<file path="src/rtl/bytes_to_bits_stream_pkg.sv">
// bytes_to_bits_stream_pkg
// Shared types and helpers for the byte-stream to bit-array assembler.
package bytes_to_bits_stream_pkg;

    // COLLECT gathers bytes, HOLD presents the finished frame.
    typedef enum logic [0:0] {B2B_COLLECT, B2B_HOLD} b2b_state_t;

    // Width of a counter that must be able to hold the full byte count of a frame.
    function automatic int b2b_cnt_w(input int bit_len);
        return $clog2(bit_len / 8 + 1);
    endfunction

endpackage

</file>
<file path="src/rtl/bytes_to_bits_stream_if.sv">
// bytes_to_bits_stream_if
// Byte-input / frame-output handshake bundle of the assembler.
// master = byte source + frame consumer side, slave = the assembler itself.
interface bytes_to_bits_stream_if
    import bytes_to_bits_stream_pkg::*;
#(
    parameter int BIT_LENGTH = 1024
);
    localparam int CNT_W = b2b_cnt_w(BIT_LENGTH);

    logic [7:0]            in_byte;
    logic                  in_valid;
    logic                  in_ready;
    logic [BIT_LENGTH-1:0] bit_array;
    logic                  out_valid;
    logic                  out_ready;
    logic [CNT_W-1:0]      byte_count;

    modport master (
        output in_byte, in_valid, out_ready,
        input  in_ready, bit_array, out_valid, byte_count
    );

    modport slave (
        input  in_byte, in_valid, out_ready,
        output in_ready, bit_array, out_valid, byte_count
    );

endinterface

</file>
<file path="src/rtl/bytes_to_bits_stream.sv">
// bytes_to_bits_stream
// Assembles a byte stream into a BIT_LENGTH-bit array in BytesToBits order
// (byte i bit j lands at bit 8*i+j) and hands the frame out with valid/ready.
// Optional build macro B2B_OVERRUN_FLAG_EN adds a sticky 'overrun' output that
// flags a source pushing bytes while the frame is being held.
module bytes_to_bits_stream
    import bytes_to_bits_stream_pkg::*;
#(
    parameter int BIT_LENGTH = 1024
)
(
    input  logic                 clk,
    input  logic                 rst,
    input  logic                 flush,
    bytes_to_bits_stream_if.slave bus
`ifdef B2B_OVERRUN_FLAG_EN
    ,
    output logic                 overrun
`endif
);

    localparam int BYTE_LENGTH = BIT_LENGTH / 8;
    localparam int CNT_W       = b2b_cnt_w(BIT_LENGTH);

    b2b_state_t            state_q, state_d;
    logic [CNT_W-1:0]      cnt_q, cnt_d;
    logic [BIT_LENGTH-1:0] array_q;
    logic                  accept;

    // A byte is taken only while collecting and never on a flush edge.
    always_comb begin
        accept = bus.in_valid && (state_q == B2B_COLLECT) && !flush;
    end

    // Next-state and byte counter; flush overrides any transfer or release.
    always_comb begin
        state_d = state_q;
        cnt_d   = cnt_q;
        if (flush) begin
            state_d = B2B_COLLECT;
            cnt_d   = '0;
        end else begin
            unique case (state_q)
                B2B_COLLECT: begin
                    if (bus.in_valid) begin
                        cnt_d = cnt_q + CNT_W'(1);
                        if (cnt_q == CNT_W'(BYTE_LENGTH - 1)) begin
                            state_d = B2B_HOLD;
                        end
                    end
                end
                B2B_HOLD: begin
                    if (bus.out_ready) begin
                        state_d = B2B_COLLECT;
                        cnt_d   = '0;
                    end
                end
                default: begin
                    state_d = B2B_COLLECT;
                    cnt_d   = '0;
                end
            endcase
        end
    end

    // State and counter registers.
    always_ff @(posedge clk or posedge rst) begin
        if (rst) begin
            state_q <= B2B_COLLECT;
            cnt_q   <= '0;
        end else begin
            state_q <= state_d;
            cnt_q   <= cnt_d;
        end
    end

    // Byte-lane write decoder: the lane selected by the counter takes the byte;
    // old contents are left in place until overwritten.
    always_ff @(posedge clk or posedge rst) begin
        if (rst) begin
            array_q <= '0;
        end else if (accept) begin
            for (int i = 0; i < BYTE_LENGTH; i++) begin
                if (cnt_q == CNT_W'(i)) begin
                    array_q[8*i +: 8] <= bus.in_byte;
                end
            end
        end
    end

`ifdef B2B_OVERRUN_FLAG_EN
    logic overrun_q;

    // Sticky flag for a source that ignores in_ready while the frame is held.
    always_ff @(posedge clk or posedge rst) begin
        if (rst) begin
            overrun_q <= 1'b0;
        end else if (flush) begin
            overrun_q <= 1'b0;
        end else if (bus.in_valid && (state_q == B2B_HOLD)) begin
            overrun_q <= 1'b1;
        end
    end

    assign overrun = overrun_q;
`endif

    assign bus.in_ready   = (state_q == B2B_COLLECT);
    assign bus.out_valid  = (state_q == B2B_HOLD);
    assign bus.bit_array  = array_q;
    assign bus.byte_count = cnt_q;

endmodule

</file>
<file path="src/flat_wrapper.sv">
// flat-port wrapper written by rule: the top's interface ports become plain ports
module bytes_to_bits_stream_flat import bytes_to_bits_stream_pkg::*;
#(
    parameter int BIT_LENGTH = 1024
)
  (clk, rst, flush, bus_in_byte, bus_in_valid, bus_out_ready, bus_in_ready, bus_bit_array, bus_out_valid, bus_byte_count);
  bytes_to_bits_stream_if #(.BIT_LENGTH(BIT_LENGTH)) bus_i ();
  input  logic clk;
  input  logic rst;
  input  logic flush;
  input wire logic [$bits(bus_i.in_byte)-1:0] bus_in_byte;
  input wire logic [$bits(bus_i.in_valid)-1:0] bus_in_valid;
  input wire logic [$bits(bus_i.out_ready)-1:0] bus_out_ready;
  output wire logic [$bits(bus_i.in_ready)-1:0] bus_in_ready;
  output wire logic [$bits(bus_i.bit_array)-1:0] bus_bit_array;
  output wire logic [$bits(bus_i.out_valid)-1:0] bus_out_valid;
  output wire logic [$bits(bus_i.byte_count)-1:0] bus_byte_count;
  assign bus_i.in_byte = bus_in_byte;
  assign bus_i.in_valid = bus_in_valid;
  assign bus_i.out_ready = bus_out_ready;
  assign bus_in_ready = bus_i.in_ready;
  assign bus_bit_array = bus_i.bit_array;
  assign bus_out_valid = bus_i.out_valid;
  assign bus_byte_count = bus_i.byte_count;
  bytes_to_bits_stream #(.BIT_LENGTH(BIT_LENGTH)) u_core (.clk(clk), .rst(rst), .flush(flush), .bus(bus_i));
endmodule
</file>
<file path="config.mk">
export PLATFORM = sky130hd
export DESIGN_NAME = bytes_to_bits_stream_flat
export DESIGN_NICKNAME = d
export VERILOG_FILES = /design/src/rtl/bytes_to_bits_stream_pkg.sv /design/src/rtl/bytes_to_bits_stream_if.sv /design/src/rtl/bytes_to_bits_stream.sv /design/src/flat_wrapper.sv
export SDC_FILE = /design/constraint.sdc
export NUM_CORES = 2
export LEC_CHECK = 0
export CAP_MARGIN = 40
export CORE_AREA = 3 3 403 405
export CTS_CLUSTER_SIZE = 12
export DETAILED_ROUTE_END_ITERATION = 8
export DIE_AREA = 0 0 406 408
export PLACE_DENSITY = 0.57
export SETUP_SLACK_MARGIN = 0.5
export SLEW_MARGIN = 20
export SYNTH_ARGS = -nofsm -noshare
export SYNTH_HDL_FRONTEND = slang
export SYNTH_SLANG_ARGS = --single-unit
</file>
<file path="constraint.sdc">
create_clock -name clk -period 72.4 [get_ports clk]
set_clock_uncertainty 0.05 [all_clocks]
set_input_delay 14.48 -clock clk [delete_from_list [all_inputs] [get_ports clk]]
set_output_delay 14.48 -clock clk [all_outputs]
set_load 0.005 [all_outputs]
</file>
* Word-level counts from Yosys, hierarchy flattened *
Index checks and enable logic that the tools add are counted.

word-level totals
  bits in registers = 1033
  input port bits = 13
  output and inout port bits = 1034
  word-level logic and storage cells = 403

cells by class
  $add $sub $neg = 1
  equal/unequal tests = 129
  multiplexer cells = 9
  bitwise logic cells = 1
  reduce and logical (&&, ||, !) cells = 133

operators with widths
  cell                                                  number
  equality test 8 x 7 -> 1 bit (second input constant)  64
  AND reduction 2 bit                                   129
  equality test 8 x 6 -> 1 bit (second input constant)  32
  equality test 8 x 5 -> 1 bit (second input constant)  16
  equality test 8 x 4 -> 1 bit (second input constant)  8
  equality test 8 x 3 -> 1 bit (second input constant)  4
  two-way mux 8 bit                                     3
  equality test 8 x 2 -> 1 bit (second input constant)  2
  case mux 8 bit (2 select lines)                       1
  adder 8 x 1 -> 8 bit (second input constant)          1
  equality test 8 x 1 -> 1 bit (second input constant)  1
  zero test 8 bit                                       1
  inequality test 3 bit (second input constant)         2
  two-way mux 1 bit                                     4
  logical AND 1 bit                                     2
  case mux 1 bit (2 select lines)                       1
  zero test 1 bit                                       1
  inverter 1 bit                                        1

* Longest topological paths before layout *
  depth after elaboration = 5
  mapped depth = 7
  gate-level depth less buffers = 5

* Least setup slack after synthesis *
No wires, ideal clock.

  path kind = input to register
  start point = in flush
  end point = reg u_core.array_q[192], in the netlist u_core.bus.bit_array[192]
  arrival time = 15.972 ns
  required time = 72.225 ns
  slack = 56.253 ns
  cell stages on the path = 5
  buffers on the path = 2
  cell sequence = or4b_1 buf_6 buf_8 nor3_4 mux2_2

between the ends
  cells in the longest elaborated chain, start to end = 3

RTL lines
  element                               RTL line                    text
  from (decl)                           flat_wrapper.sv:10          input logic flush;
  zero test 1 bit                       bytes_to_bits_stream.sv:32  accept = bus.in_valid && (state_q == B2B_COLLECT) && !flush;
  logical AND 1 bit                     bytes_to_bits_stream.sv:32
  AND reduction 2 bit (no source line)  --
  to (signal, indexed assignment)       bytes_to_bits_stream.sv:85  array_q[8*i +: 8] <= bus.in_byte;
  to (decl)                             bytes_to_bits_stream.sv:27  logic [BIT_LENGTH-1:0] array_q;

No other way between the ends.
A chain may end at the register's enable or synchronous reset.

==> run summary <==
Switching share of power: 0.231
Max VDD drop: 19.2 uV
Seq pwr share: 0.478
HP Start: u_core.bus.bit_array[320]
Antenna Nets Post-Route: 0
R2R depth: 4
Syn Inst Count: 2437
Pwr/cell area: 21.9 mW/mm^2
Syn_area_per_cell: 16.3 sq um
Clock power frac: 0.466
Register area share after synthesis: 0.652
Initial Util: 0.250
Worst slew pin tran: 1060 ps
#FFs+latches synth: 1033
PostCTS Resize Cnt: 0
Overall routed net length: 148000 um
Max H-tree Level: 3
Critical Path End Type: asynchronous set/reset pin
Count leader, synth: dfrtp_1
First-pass GRT wire length: 209000 um
DP HPWL: 105000 um
Worst-path fanout max: 151
Setup CP Type: in -> async
CORE AREA: 0.159 sq mm
Post-CTS Setup Bufs: 0
Final count of hold timing violations: 0
Hold crit path type: reg -> reg
Sw Pwr: 287 uW
Cell variety after synth: 50
Vias in the first global route: 26800
Hold Path Sink: u_core.bus.bit_array[320]
Initial antenna violation count: 5
Nets@finish: 3516
Die span in x: 406 um
Commonest cells in the netlist: dfrtp_1 (1033), mux2_2 (1023), clkbuf_1 (134)
Clk_lat worst skew: 690 ps
Die span in y: 408 um
Top_reg_cell synth: dfrtp_1
Routed WL per cell: 26.1 um
Syn_nets: 2454
YS warnings: 0
Tcrit/Tclk final: 0.249
DIE AREA: 0.166 sq mm
FF-to-FF End: u_core.bus.bit_array[964]
Drt pass-1 iters: 5
Leak: 0.0267 uW
Row count: 146
Setup violations, final: 0
Pint: 957 uW
Clock root buffer: clkbuf_16
Rel. slew slack: 0.291
Hold Path Stages: 1
Drt drc: 0
Critical R2R Launch: u_core.bus.out_valid
I/O pin total: 1047
Core Util, Final: 0.357
Reg2reg setup slack: 69190 ps
Routability Congestion: 0.755
CTS Hold Bufs: 0
RSZ-0062 raised after global routing: no
Required time of the critical path: 73210 ps
Synth area leaders: dfrtp_1 (65%), mux2_2 (29%), clkbuf_1 (1.3%), nand3_1 (1.2%), nor3_4 (0.90%)
Comb pwr share: 0.056
Area growth, synth to finish: 42.9%
Largest net degree at the start of global routing: 176
CP Launch Type: primary input
Vias per inst: 4.46
Port buffer count: 1046
Highest clock rate: 55.4 MHz
Number of max-cap violations: 0
Fin crit period: 18040 ps
Top-area cell type share of the netlist area: 0.652
Yosys top cell by area: dfrtp_1
Gr usage total: 0.175
Arr. time, crit path: 18860 ps
Status: complete, no violations
Initial DRC count: 1092
Final slew viol count: 0
Post-synth EDFFs: 0
Async SR Flop Fraction: 1.00
Hold Slack: 447 ps
Vias after detailed routing: 25300
Clock Path Buffers: 3
Layout cell share with drive strength beyond 1: 0.369
Grt total ovfl: 0
Clock sinks: 1033
Worst-path clk slew: 60 ps
TritonCTS Buffers: 113
Setup_tns: 0 ps
CTS tree: yes
Cell Area, Synth: 0.0396 sq mm
-- power groups by stage --
stage	logic, uW	clock network, uW	registers (uW)
global placement	69.9	0	604
global route	75.7	621	595
detailed placement	71.5	0	605
CTS	71.6	599	594
finish	69.5	580	594
floorplan	26.9	0	606
-- worst max-delay path by stage --
stage	from	end
finish	rst	u_core.bus.bit_array[588]
detailed placement	rst	u_core.bus.bit_array[641]
CTS	rst	u_core.bus.bit_array[587]
global placement	rst	u_core.bus.bit_array[965]
floorplan	rst	u_core.bus.bit_array[0]
global route	rst	u_core.bus.bit_array[588]
-- area by class of cell --
class	instances	area [sq um]
repair buffers	1117	11200
clock inverters	26	333
clock buffers	184	3450
well taps	2072	2590
fillers	15300	102000
diodes	7	17.5
multi-input cells	1229	13200
flip-flops and latches	1033	25800
inverters	5	26.3
-- cells by family after synthesis --
| logic type | after synthesis | synth area share |
|---|---|---|
| buf+inv | 175 | 0.0183 |
| compound gates | 15 | 0.00271 |
| xor+xnor | 2 | 0.000442 |
| fa+ha+maj | 4 | 0.00126 |
| flops | 1033 | 0.652 |
| simple gates | 182 | 0.0340 |
| mux | 1026 | 0.291 |
-- layer usage --
metal,wire length (um),track usage,up-vias
met5,0,0,-
met4,5630,0.0612,0
met3,12200,0.0627,217
met2,71900,0.294,834
met1,58500,0.204,13400
li1,-,-,10800
-- worst max-delay path: stages --
cell,delay (ps)
clkdlybuf4s50_1,530
inv_8,230
buf_16,390
buf_12,660
buf_4,720
buf_4,730
buf_4,540
buf_12,290
-- placed cells by master (no fill, tap or decap), types with 3 or more instances in the layout --
cell type | Yosys | routed
clkbuf_1 | 134 | 37
dfrtp_1 | 1033 | 1033
nor2_1 | 6 | 5
ha_1 | 4 | 4
buf_16 | 0 | 5
nand3_1 | 96 | 96
mux2_2 | 1023 | 1023
inv_1 | 5 | 4
buf_6 | 2 | 3
nor2b_4 | 0 | 4
buf_8 | 1 | 3
clkbuf_16 | 0 | 114
clkdlybuf4s50_1 | 0 | 1038
clkinv_16 | 0 | 3
buf_4 | 1 | 60
clkinv_2 | 0 | 14
nor4bb_4 | 0 | 3
a21oi_1 | 3 | 3
clkbuf_8 | 0 | 33
buf_12 | 0 | 8
bufinv_16 | 0 | 4
nor3_2 | 10 | 10
nand2_1 | 6 | 6
nand4bb_1 | 4 | 4
or4b_1 | 3 | 3
nor3_4 | 22 | 22
and3_1 | 5 | 5
diode_2 | 0 | 7
-- state kept, by name, summed over array words and instances (netlist names) --
register	flops
u_core.bus.out_valid	1
u_core.bus.bit_array	1024
u_core.bus.byte_count	8
-- per-stage QoR --
stage,cells,instance area (sq um),worst slack [ps],power [uW]
after floorplan,2437,39600,28800,632
after global placement,5437,52500,53100,674
after detailed placement,5452,52800,53480,676
after CTS,5662,56600,54290,1260
after global routing,5667,56700,53890,1290
final,5673,56700,54360,1240
Note: power is estimated with default switching activity, not from simulation.
==> edit, RTL diff (config.mk and constraints unchanged) <==
`BIT_LENGTH` is set to 1024 in 3 places; all go to 512.
--- a/src/rtl/bytes_to_bits_stream_if.sv
+++ b/src/rtl/bytes_to_bits_stream_if.sv
@@ -5,5 +5,5 @@
     import bytes_to_bits_stream_pkg::*;
 #(
-    parameter int BIT_LENGTH = 1024
+    parameter int BIT_LENGTH = 512
 );
     localparam int CNT_W = b2b_cnt_w(BIT_LENGTH);
--- a/src/rtl/bytes_to_bits_stream.sv
+++ b/src/rtl/bytes_to_bits_stream.sv
@@ -7,5 +7,5 @@
     import bytes_to_bits_stream_pkg::*;
 #(
-    parameter int BIT_LENGTH = 1024
+    parameter int BIT_LENGTH = 512
 )
 (
--- a/src/flat_wrapper.sv
+++ b/src/flat_wrapper.sv
@@ -2,5 +2,5 @@
 module bytes_to_bits_stream_flat import bytes_to_bits_stream_pkg::*;
 #(
-    parameter int BIT_LENGTH = 1024
+    parameter int BIT_LENGTH = 512
 )
   (clk, rst, flush, bus_in_byte, bus_in_valid, bus_out_ready, bus_in_ready, bus_bit_array, bus_out_valid, bus_byte_count);
Ports: changed (resized bus_bit_array and bus_byte_count); port bits go from 1047 to 534. The function was not compared with the original's and may differ.
==> edit against the original RTL <==
  * Sequential cell count is 513 lower
  * Die area stayed put
  * Maximum frequency is 5.9% higher
  * Cell count is 31% lower
  * Sequential power is 48% lower
  * Combinational power is 15% lower
  * Final area is 46% lower
  * Total power is 45% lower
  * Hold slack better by 3.4 ps
  * Worst setup slack better by 1000 ps
  * Wire length is 46% lower
  * Area after synthesis is 49% lower
  * Critical path type unchanged
  * Largest cell class unchanged
  * Highest routed layer unchanged
==> edit: results (changes against the original RTL) <==
Pint: 0.513 mW (-46%)
Post-Synthesis Cells: 1249 (-49%)
r2r setup slk: 69690 ps (+500 ps)
P per Cell Area: 22.3 nW/um^2 (+1.8%)
Worst VDD drop: 0.0233 mV (+21%)
slowest stage delay, CP: 580 ps (-150 ps)
Overall Global Routing Usage: 0.0942 (-0.0803)
vias per cell: 3.28 (-26%)
first-pass GRT wire length: 112000 um (-47%)
R2R Path Start: u_core.bus.byte_count[4]
DP HPWL: 57000 um (-45%)
Final Cell Area: 30400 um^2 (-46%)
Pre-Repair DR Iteration Count: 4 (-1)
Leak: 13.7 nW (-49%)
Post-DP Area: 28300 um^2 (-46%)
1st-iter DRT viols: 614 (-44%)
pre-CTS WS: 54430 ps (+950 ps)
fill cell count: 17100 (+12%)
Worst setup endpoint: u_core.bus.bit_array[46]
Worst Setup Slack, final: 55370 ps (+1010 ps)
PortBufs: 533 (-49%)
outcome: completed
Clock H-tree levels: 2 (-1)
clk_lat worst skew: 660 ps (-30 ps)
largest cells by area after synthesis: dfrtp_1 (64%), mux2_2 (28%), nor3_4 (1.7%), nand3_2 (1.6%), clkbuf_1 (0.99%)
hold path start: u_core.bus.bit_array[51]
Largest register FFs: 512 (-50%)
final hold slack: 450 ps (+3.36 ps)
R2R Path End: u_core.bus.bit_array[111]
post-route insts no fill: 3911 (-31%)
crit path DAT: 17600 ps (-1260 ps)
sequential area share after synthesis: 0.638 (-0.0143)
Comb power frac: 0.087 (+0.031)
initial antenna violation count: 13 (+8)
fin nets: 1805 (-49%)
Post-synth top cells: dfrtp_1 (520), mux2_2 (512), clkbuf_1 (54)
largest net degree at the start of global routing: 152 (-14%)
share of layout cells above drive strength 1: 0.394 (+0.0250)
Max transition margin: 0.340 (+0.0498)
Routed WL: 80300 um (-46%)
Worst R2R Path Depth: 3 (-1)
[edit: kinds of logic (layout without fill, tap and decap cells)]
family,count (synthesis),after routing,share of synthesized area
AOI/OAI and AO/OA,13,13,0.00484
other,0,5,0
and+or+nand+nor,108,108,0.0529
DFF,520,520,0.638
buffers and inverters,91,676,0.0191
adders and majority gates,4,4,0.00245
muxes,513,513,0.283
[edit: per-layer routing]
layer,wire length [um],global-route usage,vias up
li1,-,-,5557
met1,35300,0.122,6771
met2,36200,0.147,420
met3,6530,0.0308,90
met4,2270,0.0324,0
met5,0,0,-
[edit: area by class of cell]
class,count,share of cell area
inverters,4,0.000741
clock buffers,86,0.0573
clock inverters,23,0.00918
multi-input cells,638,0.232
diodes,5,0.000412
well taps,2072,0.0853
flip-flops and latches,520,0.428
repair buffers,563,0.187
[edit: worst max-delay path, delay by kind of cell]
family	cells	cell delay, ps
buffers and inverters	6	2690
